--- src/rtl/light_pkg.sv ---
// Shared types for the light fader/selector: channel width, RGB struct, white constant
// and the fade FSM state encoding.
package light_pkg;

    localparam int LP_CW = 8;

    typedef struct packed {
        logic [LP_CW-1:0] r;
        logic [LP_CW-1:0] g;
        logic [LP_CW-1:0] b;
    } rgb_t;

    localparam rgb_t WHITE = '{r: '1, g: '1, b: '1};

    typedef enum logic {
        IDLE = 1'b0,
        FADE = 1'b1
    } fade_state_t;

endpackage

--- src/rtl/light_ch_fader.sv ---
// One colour channel of the fader: moves cur toward tgt by STEP on a tick, snapping
// to tgt when it is within STEP so the value never overshoots or wraps.
module light_ch_fader
    import light_pkg::*;
#(
    parameter int CW   = LP_CW,
    parameter int STEP = 16
) (
    input  logic [CW-1:0] i_cur,
    input  logic [CW-1:0] i_tgt,
    input  logic          i_tick,
    output logic [CW-1:0] o_next,
    output logic          o_at_tgt
);

    localparam logic [CW-1:0] LP_STEP = STEP[CW-1:0];

    logic [CW-1:0] w_diff;
    logic [CW-1:0] w_stepped;

    always_comb begin
        w_diff    = '0;
        w_stepped = i_tgt;
        if (i_tgt >= i_cur) begin
            w_diff = i_tgt - i_cur;
            if (w_diff > LP_STEP) begin
                w_stepped = i_cur + LP_STEP;
            end
        end else begin
            w_diff = i_cur - i_tgt;
            if (w_diff > LP_STEP) begin
                w_stepped = i_cur - LP_STEP;
            end
        end
    end

    assign o_next   = i_tick ? w_stepped : i_cur;
    assign o_at_tgt = (o_next == i_tgt);

endmodule

--- src/rtl/light_fader_selector.sv ---
// Selects one of NSRC RGB sources (out-of-range = white) and crossfades to each new selection.
// Optional output dimmer stage enabled by defining LIGHT_FADER_DIM_EN.
module light_fader_selector
    import light_pkg::*;
#(
    parameter int CW       = LP_CW,
    parameter int NSRC     = 4,
    parameter int STEP     = 16,
    parameter int TICK_DIV = 2
) (
    input  logic                     i_clk,
    input  logic                     i_rst_n,
    input  logic [$clog2(NSRC)-1:0]  i_sel,
    input  logic [NSRC*3*CW-1:0]     i_src,
`ifdef LIGHT_FADER_DIM_EN
    input  logic [CW-1:0]            i_dim,
`endif
    output logic [3*CW-1:0]          o_light,
    output logic                     o_busy
);

    localparam int SW        = $clog2(NSRC);
    localparam int CNTW      = (TICK_DIV > 1) ? $clog2(TICK_DIV) : 1;
    localparam int TICK_LAST = TICK_DIV - 1;
    localparam int NSRC_I    = NSRC;

    localparam logic [CNTW-1:0] LP_TICK_LAST = TICK_LAST[CNTW-1:0];
    localparam logic [SW:0]     LP_NSRC      = NSRC_I[SW:0];

    fade_state_t     r_state, w_stateNext;
    logic [SW-1:0]   r_selQ, w_selQNext;
    logic [CNTW-1:0] r_cnt, w_cntNext;
    logic [3*CW-1:0] r_cur, w_curNext;
    logic [3*CW-1:0] w_tgt;
    logic [3*CW-1:0] w_stepped;
    logic [2:0]      w_atTgt;
    logic            w_tick;
    logic [3*CW-1:0] w_srcArr [NSRC];

    genvar gi;
    generate
        for (gi = 0; gi < NSRC; gi++) begin : gen_src
            assign w_srcArr[gi] = i_src[gi*3*CW +: 3*CW];
        end
    endgenerate

    // The target follows the live source, so a moving source is tracked even mid-fade.
    assign w_tgt  = ({1'b0, r_selQ} < LP_NSRC) ? w_srcArr[r_selQ] : '1;
    assign w_tick = (r_cnt == LP_TICK_LAST);

    generate
        for (gi = 0; gi < 3; gi++) begin : gen_ch
            light_ch_fader #(
                .CW   (CW),
                .STEP (STEP)
            ) u_ch (
                .i_cur    (r_cur[gi*CW +: CW]),
                .i_tgt    (w_tgt[gi*CW +: CW]),
                .i_tick   (w_tick),
                .o_next   (w_stepped[gi*CW +: CW]),
                .o_at_tgt (w_atTgt[gi])
            );
        end
    endgenerate

    always_comb begin
        w_stateNext = r_state;
        w_selQNext  = r_selQ;
        w_cntNext   = r_cnt;
        w_curNext   = r_cur;
        case (r_state)
            IDLE: begin
                if (i_sel != r_selQ) begin
                    w_selQNext  = i_sel;
                    w_cntNext   = '0;
                    w_stateNext = FADE;
                end else begin
                    w_curNext = w_tgt;
                end
            end
            FADE: begin
                w_cntNext = w_tick ? '0 : r_cnt + 1'b1;
                w_curNext = w_stepped;
                // A new selection outranks completion; the tick counter keeps its cadence.
                if (i_sel != r_selQ) begin
                    w_selQNext = i_sel;
                end else if (&w_atTgt) begin
                    w_stateNext = IDLE;
                end
            end
            default: w_stateNext = IDLE;
        endcase
    end

    always_ff @(posedge i_clk or negedge i_rst_n) begin
        if (!i_rst_n) begin
            r_state <= IDLE;
            r_selQ  <= '0;
            r_cnt   <= '0;
            r_cur   <= '1;
        end else begin
            r_state <= w_stateNext;
            r_selQ  <= w_selQNext;
            r_cnt   <= w_cntNext;
            r_cur   <= w_curNext;
        end
    end

    assign o_busy = (r_state == FADE);

`ifdef LIGHT_FADER_DIM_EN
    localparam int PW = 2 * CW;

    logic [3*CW-1:0] r_light;
    logic [3*CW-1:0] w_dimmed;

    // Scaling by (dim+1) >> CW makes full-scale dim an exact pass-through.
    generate
        for (gi = 0; gi < 3; gi++) begin : gen_dim
            assign w_dimmed[gi*CW +: CW] =
                CW'((PW'(r_cur[gi*CW +: CW]) * (PW'(i_dim) + PW'(1))) >> CW);
        end
    endgenerate

    always_ff @(posedge i_clk or negedge i_rst_n) begin
        if (!i_rst_n) begin
            r_light <= '1;
        end else begin
            r_light <= w_dimmed;
        end
    end

    assign o_light = r_light;
`else
    assign o_light = r_cur;
`endif

endmodule

--- config.mk ---
export PLATFORM = sky130hd
export DESIGN_NAME = light_fader_selector
export DESIGN_NICKNAME = d
export VERILOG_FILES = /design/src/rtl/light_pkg.sv /design/src/rtl/light_ch_fader.sv /design/src/rtl/light_fader_selector.sv
export SDC_FILE = /design/constraint.sdc
export NUM_CORES = 1
export LEC_CHECK = 0
export ABC_CLOCK_PERIOD_IN_PS = 5300
export CORE_MARGIN = 2
export CORE_UTILIZATION = 40
export CTS_CLUSTER_SIZE = 20
export DETAILED_ROUTE_END_ITERATION = 12
export GPL_TIMING_DRIVEN = 0
export PLACE_DENSITY = 0.66
export SYNTH_ARGS = -nofsm -noshare
export SYNTH_HDL_FRONTEND = slang
export SYNTH_SLANG_ARGS = --single-unit
--- constraint.sdc ---
create_clock -name i_clk -period 5.3 [get_ports i_clk]
set_clock_uncertainty 0.2 [all_clocks]
set_input_delay 1.06 -clock i_clk [delete_from_list [all_inputs] [get_ports i_clk]]
set_output_delay 1.06 -clock i_clk [all_outputs]
set_load 0.1 [all_outputs]
# --- After elaboration in Yosys (flattened, before gate mapping) ---
# Index checks and enable logic that the tools add are counted.
# W data, S select, Z words.
classes:
  addsub: 13
  magnitude_cmp: 10
  eq_ne: 6
  muxes: 25
  bitwise: 2
  n_reduce_logical: 1
ops:
  columns: ["cell", "n"]
  rows:
  - ["$mux W8", 12]
  - ["$mux W24", 3]
  - ["$bmux W24 S2", 1]
  - ["$gt A8 B5 Y1 const B", 6]
  - ["$pmux W24 S2", 1]
  - ["$sub A8 B8 Y8", 6]
  - ["$add A8 B5 Y8 const B", 3]
  - ["$eq A8 B8 Y1", 3]
  - ["$ge A8 B8 Y1", 3]
  - ["$sub A8 B5 Y8 const B", 3]
  - ["$mux W1", 5]
  - ["$ne A2 B2 Y1 const B", 2]
  - ["$pmux W1 S2", 2]
  - ["$ge A3 B3 Y1 const B", 1]
  - ["$not A2 Y3", 1]
  - ["$reduce_and A3 Y1", 1]
  - ["$mux W2", 1]
  - ["$ne A2 B2 Y1", 1]
  - ["$add A1 B1 Y1 const B", 1]
  - ["$not A1 Y1", 1]
word_totals:
  regBits: 28
  input_bits: 100
  out_inout_bits: 25
  elab_cells: 61

# --- Depth between registers and ports, before layout ---
# Gate-level depths: netlist (run 1).
logic_depth:
  depth_word: 14
  mapped_depth: 19

# --- By module ---
# Synthesis (run 1) repeated with hierarchy kept, for this count alone.
hier_totals:
  hier_cells: 659
  hier_area_um2: 5580.4
modules_own_cells:
  columns: ["mod", "instances", "cells_each", "area_per_inst_um2"]
  rows:
  - ["light_ch_fader", 3, 177, 1219.9]
  - ["light_fader_selector", 1, 128, 1920.6]

# --- Worst setup path after synthesis (run 1) ---
# No wires, ideal clock.
synth_path:
  kind: "input port to flip-flop"
  startpoint: "in i_src[92]"
  endpoint: "reg r_state, in the netlist o_busy"
  arrival_ns: 4.325
  t_required_ns: 4.971
  slack_ns: 0.647
  path_stages: 16
  path_cell_list: "mux2_2 -> a21oi_1 -> inv_1 -> ha_1 -> buf_6 -> a211oi_1 -> o21bai_1 -> o21a_1 -> or3_4 -> o21ai_2 -> a311oi_1 -> or3_4 -> mux2_4 -> nand4_2 -> o41ai_2 -> a21oi_1"
synth_between:
  elab_chain_len: 13
  word_cells_on_any_way: 17
  cone_classes: "2 x add/sub; 3 x order compare; 1 x eq/ne; 10 x mux; 1 x reduce/logical"
synth_lines:
  columns: ["item", "line", "rtl"]
  rows:
  - ["start, declared", "light_fader_selector.sv:14", "input logic [NSRC*3*CW-1:0] i_src,"]
  - ["$bmux W24 S2 *", "light_fader_selector.sv:48", "assign w_tgt = ({1'b0, r_selQ} < LP_NSRC) ? w_srcArr[r_selQ] : '1;"]
  - ["$mux W24 (not written as such) * (2 in a row)", "light_fader_selector.sv:48", null]
  - ["$sub A8 B8 Y8, on equally long branches", "light_ch_fader.sv:30, light_ch_fader.sv:25", null]
  - ["$gt A8 B5 Y1, on equally long branches", "light_ch_fader.sv:31, light_ch_fader.sv:26", null]
  - ["$mux W8, on equally long branches", "light_ch_fader.sv:31, light_ch_fader.sv:26", null]
  - ["$mux W8", "light_ch_fader.sv:24", "if (i_tgt >= i_cur) begin"]
  - ["$mux W8", "light_ch_fader.sv:37", "assign o_next = i_tick ? w_stepped : i_cur;"]
  - ["$eq A8 B8 Y1 *", "light_ch_fader.sv:38", "assign o_at_tgt = (o_next == i_tgt);"]
  - ["$reduce_and A3 Y1 *", "light_fader_selector.sv:87", "end else if (&w_atTgt) begin"]
  - ["$mux W1 *", "light_fader_selector.sv:87", null]
  - ["$mux W1 *", "light_fader_selector.sv:85", "if (i_sel != r_selQ) begin"]
  - ["$pmux W1 S2 *", "light_fader_selector.sv:71", "case (r_state)"]
  - ["via w_stateNext", "light_fader_selector.sv:30", "fade_state_t r_state, w_stateNext;"]
  - ["end signal, assigned", "light_fader_selector.sv:102", "r_state <= w_stateNext;"]
  - ["end, declared", "light_fader_selector.sv:30", null]
# The timed path passes the listed nets; every way through them passes the cells marked *. The select of a mux whose other input is x is not followed.
# A chain may end at the register's enable or synchronous reset.

# --- Final worst setup path (run 1) ---
layout_path:
  startpoint: "in i_src[90]"
  endpoint: "reg r_state, in the netlist o_busy"
# The elaborated chain is that of the path after synthesis.

==> results.yml, run 1 <==
worst_setup_path:
  crit_path_max_fanout: 10
  crit_arrival_ns: 5.11
  worstSetupStartpoint: "i_src[90]"
  r2r_cells: 16
  worstSetupStartpointType: "input port"
  crit_chain: "clkdlybuf4s50_1 > mux4_2 > ha_1 > buf_6 > a21o_1 > or3_1 > a211oi_1 > o32ai_1 > o21ai_2 > o32ai_2 > or3_4 > mux2_4 > nand4_2 > o41ai_2 > a21oi_1"
  rr_endpoint: "o_busy"
  crit_path_end: "o_busy"
  required_ns: 5.24
  cpMaxStageDelayCell: "mux4_2"
  critical-path-max-stage-delay_ns: 0.53
  regToRegSetupSlack_ns: 0.31
  path_class: "in2reg"
  rr_startpoint: "r_selQ[0]"
  endpoint_kind: "flip-flop"
drt:
  wl_um: 17000
  dr.pass1.iters: 7
  wl_per_cell_um: 17.37
  initialDrtViolationCount: 330
  via_count: 5635
  drtAntennaViolNets: 0
  viasPerCell: 5.756
  drc_errors: 0
yosys:
  ys_seq_elements: 28
  synth_top_area_share_pct: 12.90
  synth_cells: 672
  netlist-cell-type-count: 79
  ys.flop_type: "dfstp_2"
  synthArstFlopShare_pct: 100.0
  syn_area_um2: 5336
  synth_nets: 830
  yosysSeqAreaShare_pct: 13.69
  yosys_warnings: 0
  yosys-top-cells-area: "ha_1 (13%), dfstp_2 (12%), xnor2_1 (6.1%)"
  synth_top_area_cell: "ha_1"
  syn_area_per_cell_um2: 7.941
  synth-edff-count: 0
finish:
  drive_above_1_share_pct: 14.20
  regArea_um2: 730.7
  syn_to_final_growth_pct: 30.97
  layout.cells.non_filler: 979
  num-fill-cells: 1284
  antennaDiodeCount: 0
  multi_input_area_um2: 4293
  layout.nets: 962
global_route:
  grt-busiest-layer: "met2"
  use_met3_pct: 1.236
  grt_use_met2_pct: 40.71
  grt_pass1_vias: 5424
  grtUsageMet1_pct: 30.07
  grt_start_max_net_pins: 29
  grt_pass1_wl_um: 26890
  overflow: 0
  grt_usage_pct: 23.01
  antenna_found_initial: 0
place:
  routabilityCongestion: 0.9068
  dpl.cell_count: 972
  hpwl_um: 13800
  place.port_buffers: 124
status:
  status: "finished, final reports clean"
clock_network:
  clock_sinks: 28
  root_buffer: "clkbuf_16"
  cts.clk_slew.worst_paths_ns: 0.08
  cts.path.max_buffers: 2
  insertion_delay_ns: 0.28
  cts_tree: "done"
  cts_buffers: 3
  htreeDepth: 1
sta:
  min_period_ns: 5.167
  max-slew-margin-rel_pct: 31.88
  worst_hold_slack_ns: 0.3227
  finalCritPeriodShare_pct: 97.50
  final-setup-viol-count: 0
  setup_tns_ns: 0
  slew_violations: 0
  worst_pin_slew_ns: 1.019
  timing.fmax_mhz: 193.5
  hold_viol_final: 0
floorplan:
  chipWidth_um: 119.5
  coreArea_um2: 13140
  fp-row-count: 42
  die_h_um: 119.5
  initial_core_util_pct: 40.62
  die_area_um2: 14280
  io_pins: 125
worst_hold_path:
  min-delay-path-class: "reg2reg"
  hold_depth: 2
power:
  power.density_nw_per_um2: 658.9
  vdd_drop_max_uv: 366.5
  p_total_w: 0.004605
  p_leak_nw: 2.876
run:
  cap_violations: 0
[kinds of logic after synthesis]
logic type / share of synthesized area [%]
AND/OR/NAND/NOR: 17.28
flip-flops: 13.69
XOR/XNOR: 6.565
buffers and inverters: 7.386
adder cells (fa/ha/maj): 14.02
AO/OA/AOI/OAI: 28.93
multiplexers: 12.12
[worst max-delay path, delay by kind of cell]
kind	cells	cell delay [ns]
compound gates	7	1.56
simple gates	3	0.81
buf+inv	2	0.56
mux	2	0.74
fa+ha+maj	1	0.36
[area by class of cell]
type / count / area share [%]
multi-input cells: 548 / 61.42
repair buffers: 127 / 18.01
flip-flops and latches: 28 / 10.45
inverters: 65 / 3.491
well taps: 176 / 3.151
plain buffers: 31 / 2.202
clock buffers: 4 / 1.271
[where the power goes]
group / switching (W) / internal (W) / total [W]
clock network: 0.0000882 / 0.000116 / 0.000205
logic: 0.00242 / 0.00140 / 0.00383
registers: 0.000183 / 0.000391 / 0.000574
[state kept, by name, indices dropped and copies added, names as in the netlist]
name / count
o_light: 24
r_selQ: 2
o_busy: 1
r_cnt: 1
[timing repair]
item	4_1_cts	5_1_grt
hold buffers	0	0
pin swaps	0	4
endpoints found under the setup margin	5	3
gates cloned	0	0
buffers inserted	0	3
gates resized for setup	4	14
[worst min-delay path by stage]
stage                 from           to  slack [ns]
4_1_cts        o_light[11]  o_light[11]        0.33
5_1_grt        o_light[11]  o_light[11]        0.35
3_3_place_gp   o_light[11]  o_light[11]        0.31
2_1_floorplan  o_light[10]  o_light[10]        0.52
3_5_place_dp   o_light[11]  o_light[11]        0.32
6_report       o_light[11]  o_light[11]        0.32
[synthesized netlist by cell type, types with 4 or more instances]
master	count
o211ai_1	18
nand2b_1	4
nor3_1	13
o22ai_1	7
nor4_1	4
a21oi_1	52
nand2_1	53
a31oi_1	4
mux4_2	13
a211oi_1	17
o21ai_1	4
nand3_1	9
inv_1	65
a21boi_0	5
nand4_1	12
o32ai_1	4
o21ai_0	48
ha_1	55
clkbuf_1	13
buf_2	12
dfstp_2	24
mux2_2	14
or3_1	7
nor3b_1	4
o21bai_1	5
dfrtp_1	4
nor2_1	47
nor2b_1	7
mux2i_1	17
xnor2_1	37
nand3b_1	6
a21o_1	12
[placed cells by master, fill, tap and decap left out, types with 5 or more instances in the layout]
master           Yosys  routed
xnor2_1             37      37
dfstp_2             24      24
o21ai_0             48      48
o211ai_1            18      18
mux4_2              13      13
inv_1               65      65
nor2_1              47      47
nand3b_1             6       6
a211oi_1            17      17
ha_1                55      55
a21boi_0             5       5
mux2i_1             17      17
nor2b_1              7       7
buf_2               12      13
mux2_2              14      14
a21o_1              12      12
or3_1                7       7
nand3_1              9       9
o22ai_1              7       7
nor3_1              13      13
a21oi_1             52      47
o21bai_1             5       5
nand2_1             53      53
clkbuf_1            13      12
nand4_1             12      12
clkdlybuf4s50_1      0     123
[layer usage]
layer  vias to the layer above  part of all wire [%]  routed length [µm]
li1                       2732                     -                   -
met1                      2732                    45                7572
met2                       143                    50                8486
met3                        28                   3.1                 519
met4                         0                   2.5                 423
met5                         -                     0                   0
[through the flow]
| stage | instance area, µm² | setup WS, ns | utilization [%] |
|---|---|---|---|
| after detailed placement | 6793 | -0.3667 | 51.70 |
| final | 6989 | 0.1327 | 53.20 |
| after floorplan | 5336 | 0.6466 | - |
| after global routing | 6989 | -0.03493 | 53.20 |
| after CTS | 6902 | 0.01008 | 52.53 |
| after global placement | 6798 | -0.3203 | 51.74 |
(Power assumes the default switching activity.)
==> inputs of run 2 (changes only) <==
--- a/config.mk
+++ b/config.mk
@@ -6,11 +6,13 @@
 export NUM_CORES = 1
 export LEC_CHECK = 0
 export ABC_CLOCK_PERIOD_IN_PS = 5300
+export CAP_MARGIN = 20
 export CORE_MARGIN = 2
 export CORE_UTILIZATION = 40
 export CTS_CLUSTER_SIZE = 20
 export DETAILED_ROUTE_END_ITERATION = 12
 export GPL_TIMING_DRIVEN = 0
+export HOLD_SLACK_MARGIN = 0.15
 export PLACE_DENSITY = 0.66
 export SYNTH_ARGS = -nofsm -noshare
 export SYNTH_HDL_FRONTEND = slang
==> results of run 2 <==
Final layout, timing and power as in run 1 (identical DEF).
==> inputs of run 3 (changes only) <==
--- a/config.mk
+++ b/config.mk
@@ -5,13 +5,12 @@
 export SDC_FILE = /design/constraint.sdc
 export NUM_CORES = 1
 export LEC_CHECK = 0
-export ABC_CLOCK_PERIOD_IN_PS = 5300
+export ABC_CLOCK_PERIOD_IN_PS = 5200
 export CAP_MARGIN = 20
 export CORE_MARGIN = 2
 export CORE_UTILIZATION = 40
 export CTS_CLUSTER_SIZE = 20
 export DETAILED_ROUTE_END_ITERATION = 12
-export GPL_TIMING_DRIVEN = 0
 export HOLD_SLACK_MARGIN = 0.15
 export PLACE_DENSITY = 0.66
 export SYNTH_ARGS = -nofsm -noshare
==> constraint.sdc (replaced) <==
create_clock -name i_clk -period 5.2 [get_ports i_clk]
set_clock_uncertainty 0.2 [all_clocks]
set_input_delay 1.04 -clock i_clk [delete_from_list [all_inputs] [get_ports i_clk]]
set_output_delay 1.04 -clock i_clk [all_outputs]
set_load 0.1 [all_outputs]
==> run 3 against run 2 <==
- first-iteration DRC count shrank 3.3%
- largest power group unchanged
- combinational power increased by 3%
- final cell count grew 0.31%
- sequential cell count stayed put
- non-clock buffer count rose by 3
- utilization up 0.30 points
- worst hold slack gained 0.0042 ns
- total power rose by 2.9%
- design area up 0.55%
- global-route usage up 0.23 points
==> results.yml, run 3 (synthesized netlist as in run 1, its figures left out) <==
status:
  status: "finished, final reports clean"
worst_setup_path:
  cpMaxStageDelayCell: "mux4_2"
  path_class: "in2reg"
  crit_chain: "clkdlybuf4s50_1 > mux4_2 > inv_1 > ha_1 > and3b_1 > or3_1 > a211oi_1 > o32ai_1 > o31ai_4 > mux2_1 > nor2_1 > nor4_4 > nand4_2 > o41ai_2 > a21oi_1"
  r2r_cells: 14
  crit_arrival_ns: 4.91
  rr_startpoint: "r_selQ[0]"
  endpoint_kind: "flip-flop"
  regToRegSetupSlack_ns: 0.41
  worstSetupStartpointType: "input port"
  critical-path-max-stage-delay_ns: 0.50
  crit_path_max_fanout: 10
  required_ns: 5.16
  rr_endpoint: "o_busy"
floorplan:
  chipWidth_um: 119.5
  die_area_um2: 14280
  initial_core_util_pct: 40.62
  coreArea_um2: 13140
  die_h_um: 119.5
  fp-row-count: 42
  io_pins: 125
worst_hold_path:
  min-delay-path-class: "reg2reg"
  hold_depth: 2
  min_to: "o_light[8]"
  hp-start: "o_light[8]"
global_route:
  grt_start_max_net_pins: 30
  grt_pass1_vias: 5573
  grt_pass1_wl_um: 27490
  overflow: 0
  use_met3_pct: 2.424
  grtUsageMet1_pct: 30.72
  grt_use_met2_pct: 40.93
  grt-busiest-layer: "met2"
  antenna_found_initial: 0
  grt_usage_pct: 23.24
drt:
  initialDrtViolationCount: 319
  drc_errors: 0
  viasPerCell: 5.626
  wl_um: 16670
  dr.pass1.iters: 5
  drtAntennaViolNets: 0
  wl_per_cell_um: 16.97
  via_count: 5525
sta:
  final-setup-viol-count: 0
  max-slew-margin-rel_pct: 31.79
  finalCritPeriodShare_pct: 95.34
  timing.fmax_mhz: 201.7
  slew_violations: 0
  worst_pin_slew_ns: 1.020
  hold_viol_final: 0
  min_period_ns: 4.958
  rsz0062_at_grt: "no"
finish:
  largest_reg_flops: 24
  final_common_cell: "clkdlybuf4s50_1"
  syn_to_final_growth_pct: 31.70
  layout_common_cells: "clkdlybuf4s50_1 (124), inv_1 (65), ha_1 (55)"
  layout.nets: 965
  fin_area_um2: 7028
  antennaDiodeCount: 0
  drive_above_1_share_pct: 15.14
clock_network:
  cts_buffers: 3
  root_buffer: "clkbuf_16"
  htreeDepth: 1
  insertion_delay_ns: 0.28
  cts.clk_slew.worst_paths_ns: 0.08
  cts_tree: "done"
  cts.path.max_buffers: 2
  clock_sinks: 28
place:
  placed_area_um2: 6920
  routabilityCongestion: 0.9102
  hpwl_um: 13570
  place.port_buffers: 124
power:
  vdd_drop_max_uv: 448.0
  power.density_nw_per_um2: 674.0
  p_leak_nw: 2.928
  p_total_w: 0.004737
run:
  cap_violations: 0
run 3: changes by cell type in the layout (fill, tap and decap cells not counted), moves of 3 or more:
cell	change
clkbuf_1	-11
a21oi_1	+5
buf_4	+32
buf_2	-13
a21oi_4	-3
clkbuf_2	-3
run 3: worst max-delay path: cells and delay by family:
| kind | cells | cell delay (ns) |
|---|---|---|
| muxes | 2 | 0.70 |
| AOI/OAI and AO/OA | 5 | 1.30 |
| adders and majority gates | 1 | 0.28 |
| buffers and inverters | 2 | 0.52 |
| and+or+nand+nor | 5 | 1.07 |
run 3: worst max path at each step:
| stage | from | endpoint | slack, ns | cells past startpoint |
|---|---|---|---|---|
| global route | i_src[77] | o_busy | 0.03 | 15 |
| floorplan | i_src[92] | o_busy | 0.57 | 16 |
| CTS | i_src[74] | o_busy | 0.25 | 14 |
| finish | i_src[10] | o_busy | 0.24 | 15 |
| detailed placement | i_src[74] | o_busy | -0.03 | 13 |
| global placement | i_src[10] | o_busy | 0.07 | 15 |
run 3: area by class of cell:
cell class              instances  area [µm²]
repair buffers                161        1526
inverters                      65       244.0
clock buffers                   4       78.83
flip-flops and latches         28       733.2
multi-input cells             548        4225
fillers                      1260        6110
well taps                     176       220.2
run 3: report_power, final:
part / switching, W / leakage [nW] / internal, W
logic: 0.00242 / 2.60 / 0.00151
clock network: 0.0000897 / 0.0382 / 0.000106
registers: 0.000208 / 0.292 / 0.000398
total: 0.00272 / 2.93 / 0.00202
run 3: layer usage:
layer,wire (µm),vias to the layer above
li1,-,2726
met2,8506,96
met4,187,0
met5,0,-
met1,7479,2689
met3,496,14
run 3: stage by stage:
step / instances / util [%] / hold slack, ns / TNS [ns] / setup slack, ns
2_1_floorplan: 672 / - / 0.5186 / 0 / 0.5666
3_3_place_gp: 977 / 52.68 / 0.3059 / 0 / 0.06707
3_5_place_dp: 977 / 52.68 / 0.3209 / -0.02759 / -0.02759
4_1_cts: 981 / 53.28 / 0.3342 / 0 / 0.2507
5_1_grt: 982 / 53.50 / 0.3618 / 0 / 0.02557
6_report: 982 / 53.50 / 0.3269 / 0 / 0.2424
run 3: what timing repair did:
action | in CTS | in global routing
gates resized for setup | 0 | 2
setup endpoints to repair | 0 | 1
setup buffers | 0 | 0
hold buffers | 0 | 0
